--- src/rtl/dds_pkg.sv ---
// rtl/dds_pkg.sv - shared encodings for the time-multiplexed DDS channel core
package dds_pkg;

  typedef enum logic [1:0] {
    CFG_TUNING = 2'd0,
    CFG_OFFSET = 2'd1,
    CFG_AMP    = 2'd2,
    CFG_SHAPE  = 2'd3
  } cfg_sel_e;

  typedef enum logic [1:0] {
    SHAPE_SINE   = 2'd0,
    SHAPE_SQUARE = 2'd1,
    SHAPE_TRI    = 2'd2,
    SHAPE_SAW    = 2'd3
  } shape_e;

  typedef enum logic [2:0] {
    ST_IDLE  = 3'd0,
    ST_CALC  = 3'd1,
    ST_LUT   = 3'd2,
    ST_SCALE = 3'd3,
    ST_OUT   = 3'd4
  } state_e;

endpackage

--- src/rtl/dds_sine_lut.sv ---
// rtl/dds_sine_lut.sv - full-wave offset-binary sine from a quarter-wave table, 1-cycle read
module dds_sine_lut #(
  parameter int LUT_ADDR_W = 10,
  parameter int OUT_W      = 12
) (
  input  logic                  clk,
  input  logic [LUT_ADDR_W-1:0] addr,
  output logic [OUT_W-1:0]      data
);

  localparam int     Q_N     = 2 ** (LUT_ADDR_W - 2);
  localparam int     MAG_W   = OUT_W - 1;
  localparam int     MAG_MAX = 2 ** MAG_W - 1;
  localparam longint ONE_Q30 = 64'sd1 << 30;
  localparam longint PI_Q30  = 64'sd3373259426;
  localparam logic [OUT_W-1:0] HALF = OUT_W'(1) << (OUT_W - 1);

  // Samples sit half a step off the axes so the quarter folds without a special peak entry.
  function automatic logic [MAG_W-1:0] quarter_sine(input int idx);
    longint x, x2, term, sum;
    x    = (PI_Q30 * longint'(2 * idx + 1)) / longint'(4 * Q_N);
    x2   = (x * x) / ONE_Q30;
    term = x;
    sum  = x;
    for (int k = 1; k <= 8; k++) begin
      term = -((term * x2) / ONE_Q30) / longint'((2 * k) * (2 * k + 1));
      sum  = sum + term;
    end
    return MAG_W'((sum * longint'(MAG_MAX) + ONE_Q30 / 2) / ONE_Q30);
  endfunction

  logic [MAG_W-1:0] qtab [Q_N];

  for (genvar i = 0; i < Q_N; i++) begin : g_tab
    assign qtab[i] = quarter_sine(i);
  end

  logic [1:0]            quad;
  logic [LUT_ADDR_W-3:0] low;
  logic [LUT_ADDR_W-3:0] idx;
  logic [MAG_W-1:0]      mag;

  assign quad = addr[LUT_ADDR_W-1 -: 2];
  assign low  = addr[LUT_ADDR_W-3:0];
  assign idx  = quad[0] ? ~low : low;
  assign mag  = qtab[idx];

  always_ff @(posedge clk) begin
    data <= quad[1] ? (HALF - {1'b0, mag}) : (HALF + {1'b0, mag});
  end

endmodule

--- src/rtl/dds_channel_core.sv ---
// rtl/dds_channel_core.sv - time-multiplexed multi-channel DDS with shadowed config and valid/ready output
module dds_channel_core
  import dds_pkg::*;
#(
  parameter int CHANNELS   = 2,
  parameter int PHASE_W    = 24,
  parameter int LUT_ADDR_W = 10,
  parameter int OUT_W      = 12,
  parameter int AMP_W      = 11,
  localparam int CH_W      = (CHANNELS > 1) ? $clog2(CHANNELS) : 1
) (
  input  logic               clk,
  input  logic               rst,
  input  logic               sample_tick,
  input  logic               cfg_we,
  input  logic [CH_W-1:0]    cfg_ch,
  input  logic [1:0]         cfg_sel,
  input  logic [PHASE_W-1:0] cfg_data,
  output logic               busy,
  output logic               out_valid,
  input  logic               out_ready,
  output logic [CH_W-1:0]    out_ch,
  output logic [OUT_W-1:0]   out_data,
  output logic               overrun
);

  localparam int P_KEEP = (LUT_ADDR_W > OUT_W + 1) ? LUT_ADDR_W : OUT_W + 1;
  localparam int PROD_W = OUT_W + AMP_W + 1;

  state_e              state;
  logic [CH_W-1:0]     ch;
  logic [P_KEEP-1:0]   phase_top;
  logic [PHASE_W-1:0]  phase_sum;

  logic [PHASE_W-1:0]  acc     [CHANNELS];
  logic [PHASE_W-1:0]  tun_act [CHANNELS];
  logic [PHASE_W-1:0]  tun_sh  [CHANNELS];
  logic [PHASE_W-1:0]  tun_nx  [CHANNELS];
  logic [PHASE_W-1:0]  off_act [CHANNELS];
  logic [PHASE_W-1:0]  off_sh  [CHANNELS];
  logic [PHASE_W-1:0]  off_nx  [CHANNELS];
  logic [AMP_W-1:0]    amp_act [CHANNELS];
  logic [AMP_W-1:0]    amp_sh  [CHANNELS];
  logic [AMP_W-1:0]    amp_nx  [CHANNELS];
  shape_e              shp_act [CHANNELS];
  shape_e              shp_sh  [CHANNELS];
  shape_e              shp_nx  [CHANNELS];

  logic                wr_ok;
  logic [OUT_W-1:0]    lut_data;
  logic [OUT_W-1:0]    u_val;
  logic signed [OUT_W-1:0]  s_val;
  logic signed [PROD_W-1:0] prod;
  logic [OUT_W-1:0]    scaled;

  assign wr_ok = cfg_we && (32'(cfg_ch) < CHANNELS);

  // Shadows as they stand after this cycle's write, so a tick in the same cycle commits it.
  always_comb begin
    tun_nx = tun_sh;
    off_nx = off_sh;
    amp_nx = amp_sh;
    shp_nx = shp_sh;
    if (wr_ok) begin
      case (cfg_sel_e'(cfg_sel))
        CFG_TUNING: tun_nx[cfg_ch] = cfg_data;
        CFG_OFFSET: off_nx[cfg_ch] = cfg_data;
        CFG_AMP:    amp_nx[cfg_ch] = cfg_data[AMP_W-1:0];
        CFG_SHAPE:  shp_nx[cfg_ch] = shape_e'(cfg_data[1:0]);
      endcase
    end
  end

  assign phase_sum = acc[ch] + off_act[ch];

  dds_sine_lut #(
    .LUT_ADDR_W (LUT_ADDR_W),
    .OUT_W      (OUT_W)
  ) u_lut (
    .clk  (clk),
    .addr (phase_top[P_KEEP-1 -: LUT_ADDR_W]),
    .data (lut_data)
  );

  always_comb begin
    u_val = lut_data;
    case (shp_act[ch])
      SHAPE_SINE:   u_val = lut_data;
      SHAPE_SQUARE: u_val = {OUT_W{phase_top[P_KEEP-1]}};
      SHAPE_TRI:    u_val = phase_top[P_KEEP-1] ? ~phase_top[P_KEEP-2 -: OUT_W]
                                                :  phase_top[P_KEEP-2 -: OUT_W];
      SHAPE_SAW:    u_val = phase_top[P_KEEP-1 -: OUT_W];
    endcase
  end

  // Flipping the MSB converts between offset binary and two's complement.
  assign s_val  = {~u_val[OUT_W-1], u_val[OUT_W-2:0]};
  assign prod   = $signed({{(AMP_W + 1){s_val[OUT_W-1]}}, s_val})
                * $signed({{(OUT_W + 1){1'b0}}, amp_act[ch]});
  assign scaled = OUT_W'(prod >>> AMP_W);

  always_ff @(posedge clk) begin
    if (rst) begin
      state     <= ST_IDLE;
      ch        <= '0;
      phase_top <= '0;
      busy      <= 1'b0;
      out_valid <= 1'b0;
      out_ch    <= '0;
      out_data  <= '0;
      overrun   <= 1'b0;
      for (int i = 0; i < CHANNELS; i++) begin
        acc[i]     <= '0;
        tun_act[i] <= '0;
        tun_sh[i]  <= '0;
        off_act[i] <= '0;
        off_sh[i]  <= '0;
        amp_act[i] <= '0;
        amp_sh[i]  <= '0;
        shp_act[i] <= SHAPE_SINE;
        shp_sh[i]  <= SHAPE_SINE;
      end
    end else begin
      tun_sh <= tun_nx;
      off_sh <= off_nx;
      amp_sh <= amp_nx;
      shp_sh <= shp_nx;
      if (sample_tick && state != ST_IDLE) overrun <= 1'b1;
      case (state)
        ST_IDLE: begin
          if (sample_tick) begin
            tun_act <= tun_nx;
            off_act <= off_nx;
            amp_act <= amp_nx;
            shp_act <= shp_nx;
            ch      <= '0;
            busy    <= 1'b1;
            state   <= ST_CALC;
          end
        end
        ST_CALC: begin
          phase_top <= P_KEEP'(phase_sum >> (PHASE_W - P_KEEP));
          acc[ch]   <= acc[ch] + tun_act[ch];
          state     <= ST_LUT;
        end
        ST_LUT:   state <= ST_SCALE;
        ST_SCALE: begin
          out_data  <= {~scaled[OUT_W-1], scaled[OUT_W-2:0]};
          out_ch    <= ch;
          out_valid <= 1'b1;
          state     <= ST_OUT;
        end
        ST_OUT: begin
          if (out_ready) begin
            out_valid <= 1'b0;
            if (ch == CH_W'(CHANNELS - 1)) begin
              busy  <= 1'b0;
              state <= ST_IDLE;
            end else begin
              ch    <= ch + CH_W'(1);
              state <= ST_CALC;
            end
          end
        end
        default: begin
          busy  <= 1'b0;
          state <= ST_IDLE;
        end
      endcase
    end
  end

endmodule

--- config.mk ---
export PLATFORM = sky130hd
export DESIGN_NAME = dds_channel_core
export DESIGN_NICKNAME = d
export VERILOG_FILES = /design/src/rtl/dds_pkg.sv /design/src/rtl/dds_sine_lut.sv /design/src/rtl/dds_channel_core.sv
export SDC_FILE = /design/constraint.sdc
export NUM_CORES = 1
export LEC_CHECK = 0
export BUFFER_PORTS_ARGS = -buffer_cell sky130_fd_sc_hd__buf_2
export CORE_MARGIN = 3
export CORE_UTILIZATION = 53
export DETAILED_ROUTE_END_ITERATION = 10
export PLACE_DENSITY = 0.68
export SETUP_SLACK_MARGIN = 0.05
export SKIP_LAST_GASP = 1
export SYNTH_ARGS = -nofsm -noshare
export SYNTH_HDL_FRONTEND = slang
export SYNTH_SLANG_ARGS = --single-unit
--- constraint.sdc ---
create_clock -name clk -period 11.5 [get_ports clk]
set_input_delay 1.15 -clock clk [delete_from_list [all_inputs] [get_ports clk]]
set_output_delay 1.15 -clock clk [all_outputs]
set_load 0.1 [all_outputs]
# After elaboration in Yosys (flattened, before gate mapping)
# Memories as Yosys holds them, arrays and structs flattened. A register that Yosys moved wholly into a read port is not among the register bits.
# Index checks and enable logic that the tools add are counted.
# W data, S select, Z words.
word_totals:
  mem_bits_rw: 48
  input_bits: 32
  register_bits: 289
  output_inout_bits: 16
  mem_bits_ro: 2816
  latchBits: 0
  memories: 2
  wordCells: 133
op_classes:
  n_reduce_logical: 15
  order_cmp: 4
  div: 0
  n_mux: 60
  n_eq_ne: 13
  addsub: 5
  n_shift: 0
  n_bitwise: 8
  n_mul: 1
memory_table:
  columns: ["name", "depth", "word_bits", "read_ports", "rd_clocked_by_memory_dff", "write_ports", "line_no", "text"]
  rows:
  - ["(name not given)", 256, 11, 1, 0, 0, "dds_sine_lut.sv:46", "assign mag = qtab[idx];"]
  - ["acc", 2, 24, 1, 1, 2, "dds_channel_core.sv:35", "logic [PHASE_W-1:0] acc [CHANNELS];"]
op_table:
  columns: ["operator", "count"]
  rows:
  - ["$mux W24", 8]
  - ["$mux W48", 4]
  - ["$bwmux W48", 2]
  - ["$mux W11", 6]
  - ["$add A24 B24 Y24", 2]
  - ["$pmux W12 S4", 1]
  - ["$mux W22", 2]
  - ["$demux W24 S1", 1]
  - ["$mux W12", 2]
  - ["$reduce_or A24 Y1", 1]
  - ["$mul A12 B12 Y23", 1]
  - ["$bwmux W22", 1]
  - ["$mux W1", 17]
  - ["$pmux W3 S5", 1]
  - ["$add A12 B11 Y12 const A", 1]
  - ["$not A12 Y12", 1]
  - ["$sub A12 B11 Y12 const A", 1]
  - ["$demux W11 S1", 1]
  - ["$ge A9 B9 Y1 const B", 1]
  - ["$not A8 Y9", 1]
  - ["$eq A2 B2 Y1 const B", 4]
  - ["$mux W2", 4]
  - ["$mux W4", 2]
  - ["$mux W8", 1]
  - ["25 further kinds", 40]

# Longest topological paths before layout
logic_depth:
  word_depth: 9
  depth_mapped: 29
  depth_no_buf: 26

# Cells and area by module
# Synthesis repeated with hierarchy kept, for this count alone.
unflattened:
  cells_unflattened: 2880
  hier_area_um2: 25085.3
by_module_without_submodules:
  columns: ["mod", "cells_per_inst", "n_inst", "seq_area_each_um2", "area_per_inst_um2"]
  rows:
  - ["dds_channel_core", 2033, 1, 7006.7, 19220.9]
  - ["dds_sine_lut", 847, 1, 240.2, 5864.4]

# Worst setup path after synthesis
# No wires, ideal clock.
synth_path:
  path_type: "register -> register"
  from: "register ch"
  to: "register out_data[11]"
  n_path_buf: 4
  stages_incl_launch_ff: 26
  required_time_ns: 11.382
  setup_time_ns: 0.118
  path_slack_ns: 4.951
  arrival_time_ns: 6.431
  synth_period_minus_slack_ns: 6.549
  cell_sequence: "dfxtp_1 > buf_2 > buf_2 > mux2i_1 > clkbuf_1 > o22ai_1 > a21oi_1 > clkbuf_1 > nand2_1 > fa_1 > fa_1 > fa_1 > inv_1 > fa_1 > inv_1 > fa_1 > inv_1 > ha_1 > a222oi_1 > nor4b_1 > a221o_1 > a41oi_1 > o221ai_1 > o21ai_1 > xnor2_1 > a22o_1"
synth_via:
  elab_chain_cells: 9
  elab_cells_between_ends: 15
  classes_between: "1 x mul; 3 x eq/ne; 7 x mux; 3 x bitwise; 1 x reduce/logical"
synth_lines:
  columns: ["element", "line_no", "text"]
  rows:
  - ["start, declared", "dds_channel_core.sv:31", "logic [CH_W-1:0] ch;"]
  - ["start signal, assigned", "dds_channel_core.sv:160", "ch <= ch + CH_W'(1);"]
  - ["$not A1 Y2 (not written as such) (*)", "dds_channel_core.sv:87, dds_channel_core.sv:99", null]
  - ["$mux W2 (not written as such) (3 in a row)", "dds_channel_core.sv:87", "case (shp_act[ch])"]
  - ["$eq A2 B2 Y1, or another cell as far along", "dds_channel_core.sv:87", null]
  - ["$pmux W12 S4", "dds_channel_core.sv:87", null]
  - ["$not A1 Y1", "dds_channel_core.sv:97", "assign s_val = {~u_val[OUT_W-1], u_val[OUT_W-2:0]};"]
  - ["$mul A12 B12 Y23 (*)", "dds_channel_core.sv:99", "* $signed({{(OUT_W + 1){1'b0}}, amp_act[ch]});"]
  - ["$not A1 Y1 (*)", "dds_channel_core.sv:148", "out_data <= {~scaled[OUT_W-1], scaled[OUT_W-2:0]};"]
  - ["end signal, assigned", "dds_channel_core.sv:148", null]
  - ["end, declared", "dds_channel_core.sv:23", "output logic [OUT_W-1:0] out_data,"]
# Mark *: on every way between the ends. The rest lies on a longest branch, timed or not. The select of a mux whose other input is x is not followed.
# A chain may end at the register's enable or synchronous reset.

# Worst setup path in the final report
layout_path:
  from: "register phase_top[9]"
  to: "register out_data[11]"
layout_via:
  elab_chain_cells: 5
layout_lines:
  columns: ["element", "line_no", "text"]
  rows:
  - ["start, declared", "dds_channel_core.sv:32", "logic [P_KEEP-1:0] phase_top;"]
  - ["start signal, assigned", "dds_channel_core.sv:142", "phase_top <= P_KEEP'(phase_sum >> (PHASE_W - P_KEEP));"]
  - ["$not A12 Y12", "dds_channel_core.sv:90", "SHAPE_TRI: u_val = phase_top[P_KEEP-1] ? ~phase_top[P_KEEP-2 -: OUT_W]"]
  - ["$mux W12", "dds_channel_core.sv:90", null]
  - ["$pmux W12 S4 (*)", "dds_channel_core.sv:87", null]
  - ["$mul A12 B12 Y23 (*)", "dds_channel_core.sv:99", null]
  - ["$not A1 Y1 (*)", "dds_channel_core.sv:148", null]
# Mark *: on every way between the ends. The rest lies on a longest branch, timed or not.

==> impl_metrics.ini <==
[die]
die_h_microns = 225
fp.dieW_microns = 225
fp.coreArea_sq_mm = 0.0470
pin_count = 48
start_util_pct = 54.1
rows = 79
dieArea_sq_mm = 0.0506

[clocking]
h-tree-depth = 2
numCtsBuffers = 37
clk_latency_ns = 0.57
cts_root_buf = clkbuf_16
clkTransAtPathRegs_ns = 0.06
postCtsSetupBuffers = 0
cts-resized-gates = 0
postCtsHoldBufs = 0
tritoncts = done
cts_buffer_depth = 3
clock-sinks = 338

[grt]
grt_pass1_vias = 21400
grt_usage_pct = 31.0
antenna_found_initial = 2
grt_overflow = 0
grt_max_degree = 213
grt_pass1_wl_microns = 124000

[yosys]
synth_nets = 3213
synth_top_area_share_pct = 22.9
ys.flop_type = dfxtp_1
synth.avg_cell_area_sq_um = 8.61
synth_top_area_cell = dfxtp_1
yosysWarningCount = 0
yosysMostFrequentCell = nor2_1
ys_top_cells_by_area = dfxtp_1, fa_1, nor2_1
syn_inst = 2950
ys_seq_elements = 338
synth_cell_types = 107
synth_edf_count = 48
synth-async-reset-ratio_pct = 0
netlist_top_cells_count = nor2_1, dfxtp_1, nand2_1
synthesis.area_sq_mm = 0.0254
seq_area_frac_synth_pct = 28.5

[timing]
clock_skew_ns = 0.0424
fin_setup_tns_ns = 0
fmax_ghz = 0.134
hold_violations = 0
fin_crit_sh_pct = 65.0
min_period_ns = 7.47
finalSetupViolCount = 0
rsz0062_at_grt = no
slew_violations = 0
tightest_slew_ns = 1.28
relSlewSlack_pct = 12.4

[run_status]
outcome = finished, final reports clean

[worst_setup_path]
setup.worst_path.class = reg -> reg
cp_max_fo = 27
timing.rr.start = phase_top[9]
arrival_ns = 7.93
crit_required_ns = 11.95
critPathLaunchType = register
crit_path_end_kind = register
startpoint = phase_top[9]

[drt]
drt-total-wl_microns = 79400
wl_met2_microns = 36600
drc = 0
wl_per_cell_microns = 22.9
vias = 22100
drt-vias-per-instance = 6.36
wl_met3_microns = 6300
drt_iter0_drc = 2534
routed.top_layer = met4
wl_met1_microns = 33000
drt-pass1-iter-count = 6
final_antenna_net_count = 0

[placed_design]
io_buffers = 47
place_congestion = 1.01
hpwlAfterDp_microns = 55600

[min_path]
min_path_type = reg -> reg
worstHoldStart = out_ch

[layout]
fin_nets = 3098
drive_above_1_share_pct = 10.5
layout-area-overhead-vs-synth_pct = 6.25
fin_util_pct = 57.5
fill_cells = 4161

[power]
power_frac_seq_pct = 28.4
swShare_pct = 40.5
vdd_drop_max_mv = 0.128
p_sw_mw = 1.94
combPwrFrac_pct = 45.3
p_int_mw = 2.85
p_leak_nw = 11.0
power.density_mw_per_mm2 = 177
p_clk_share_pct = 26.3

[job]
maxCapViolCount = 0
[worst paths after layout]
check	to	slack (ns)	depth (start not counted)
setup / recovery	out_data[11]	4.03	20
hold / removal	out_ch	0.45	2
setup reg to reg	out_data[11]	4.03	20
hold reg to reg	out_ch	0.45	2
[state kept, by name, summed over array words and instances (netlist names), named ones only]
register and flops:
acc 48, amp_act 22, amp_sh 22, busy 1, ch 1, off_act 48, off_sh 48, out_ch 1
out_data 12, out_valid 1, overrun 1, phase_top 13, shp_act 4, shp_sh 4, state 3, tun_act 48
tun_sh 48, u_lut.data 12
[power by group through the flow]
stage	logic, mW	clock network (mW)	registers, mW
5_1_grt	2.39	1.33	1.37
2_1_floorplan	1.58	0	1.39
6_report	2.17	1.26	1.36
3_3_place_gp	2.09	0	1.38
3_5_place_dp	2.13	0	1.39
4_1_cts	2.14	1.29	1.36
[area by class of cell]
type,instances,area (sq um),share of cell area (%)
clock inverters,12,189,0.700
flip-flops and latches,338,7260,26.9
multi-input cells,2172,16300,60.5
clock buffers,55,1140,4.22
well taps,607,759,2.82
inverters,195,732,2.71
repair buffers,91,587,2.18
diodes,1,2.50,0.00928
[layout by cell type, fill, tap and decap left out, types with 19 or more instances in the layout]
| cell | instances |
|---|---|
| a211oi_1 | 152 |
| a21oi_1 | 124 |
| a221oi_1 | 19 |
| a22oi_1 | 22 |
| and2_1 | 20 |
| buf_2 | 46 |
| buf_4 | 43 |
| clkbuf_16 | 40 |
| dfxtp_1 | 285 |
| edfxtp_1 | 48 |
| fa_1 | 123 |
| ha_1 | 108 |
| inv_1 | 191 |
| mux2_2 | 79 |
| mux2i_1 | 148 |
| nand2_1 | 206 |
| nand2b_1 | 43 |
| nand3_1 | 44 |
| nor2_1 | 404 |
| nor2b_1 | 46 |
| nor3_1 | 37 |
| o211ai_1 | 24 |
| o21ai_0 | 106 |
| o221ai_1 | 26 |
| o22ai_1 | 57 |
| xnor2_1 | 43 |
| xor2_1 | 24 |
[kinds of logic after synthesis]
kind of cell	Yosys count	synth area share [%]
xor+xnor	72	2.69
compound gates	729	20.2
buf+inv	440	7.38
fa+ha+maj	231	15.0
simple gates	906	16.3
mux	234	9.88
flops	338	28.5
[metal layers]
layer / track usage [%] / up-vias
met2: 50.5 / 975
met4: 12.9 / 0
met3: 5.78 / 222
met1: 40.9 / 10700
li1: - / 10200
met5: 0 / -
[worst max-delay path, cell delays in order (launching register included)]
cell and delay (ns):
dfxtp_1 0.99, inv_1 0.30, a22oi_1 0.25, o22ai_1 0.12, a21oi_1 0.74, nand2_1 0.18, fa_1 0.56, fa_1 0.57
fa_1 0.43, fa_1 0.47, fa_1 0.49, inv_1 0.04, ha_1 0.35, a222oi_1 0.32, nor4b_1 0.40, a221o_1 0.21
a41oi_1 0.08, o221ai_1 0.41, o21ai_1 0.16, xnor2_1 0.15, a22o_1 0.17
[metrics by stage]
step	power, mW	setup WS [ns]	std cells	hold slack, ns	area (sq um)
after global placement	3.47	4.42	3403	0.442	25700
after CTS	4.79	4.16	3470	0.456	27000
final	4.79	4.03	3471	0.452	27000
after global routing	5.09	3.48	3471	0.481	27000
after floorplan	2.96	4.95	2950	0.456	25400
after detailed placement	3.51	4.19	3403	0.446	25700
(Power assumes the default switching activity.)
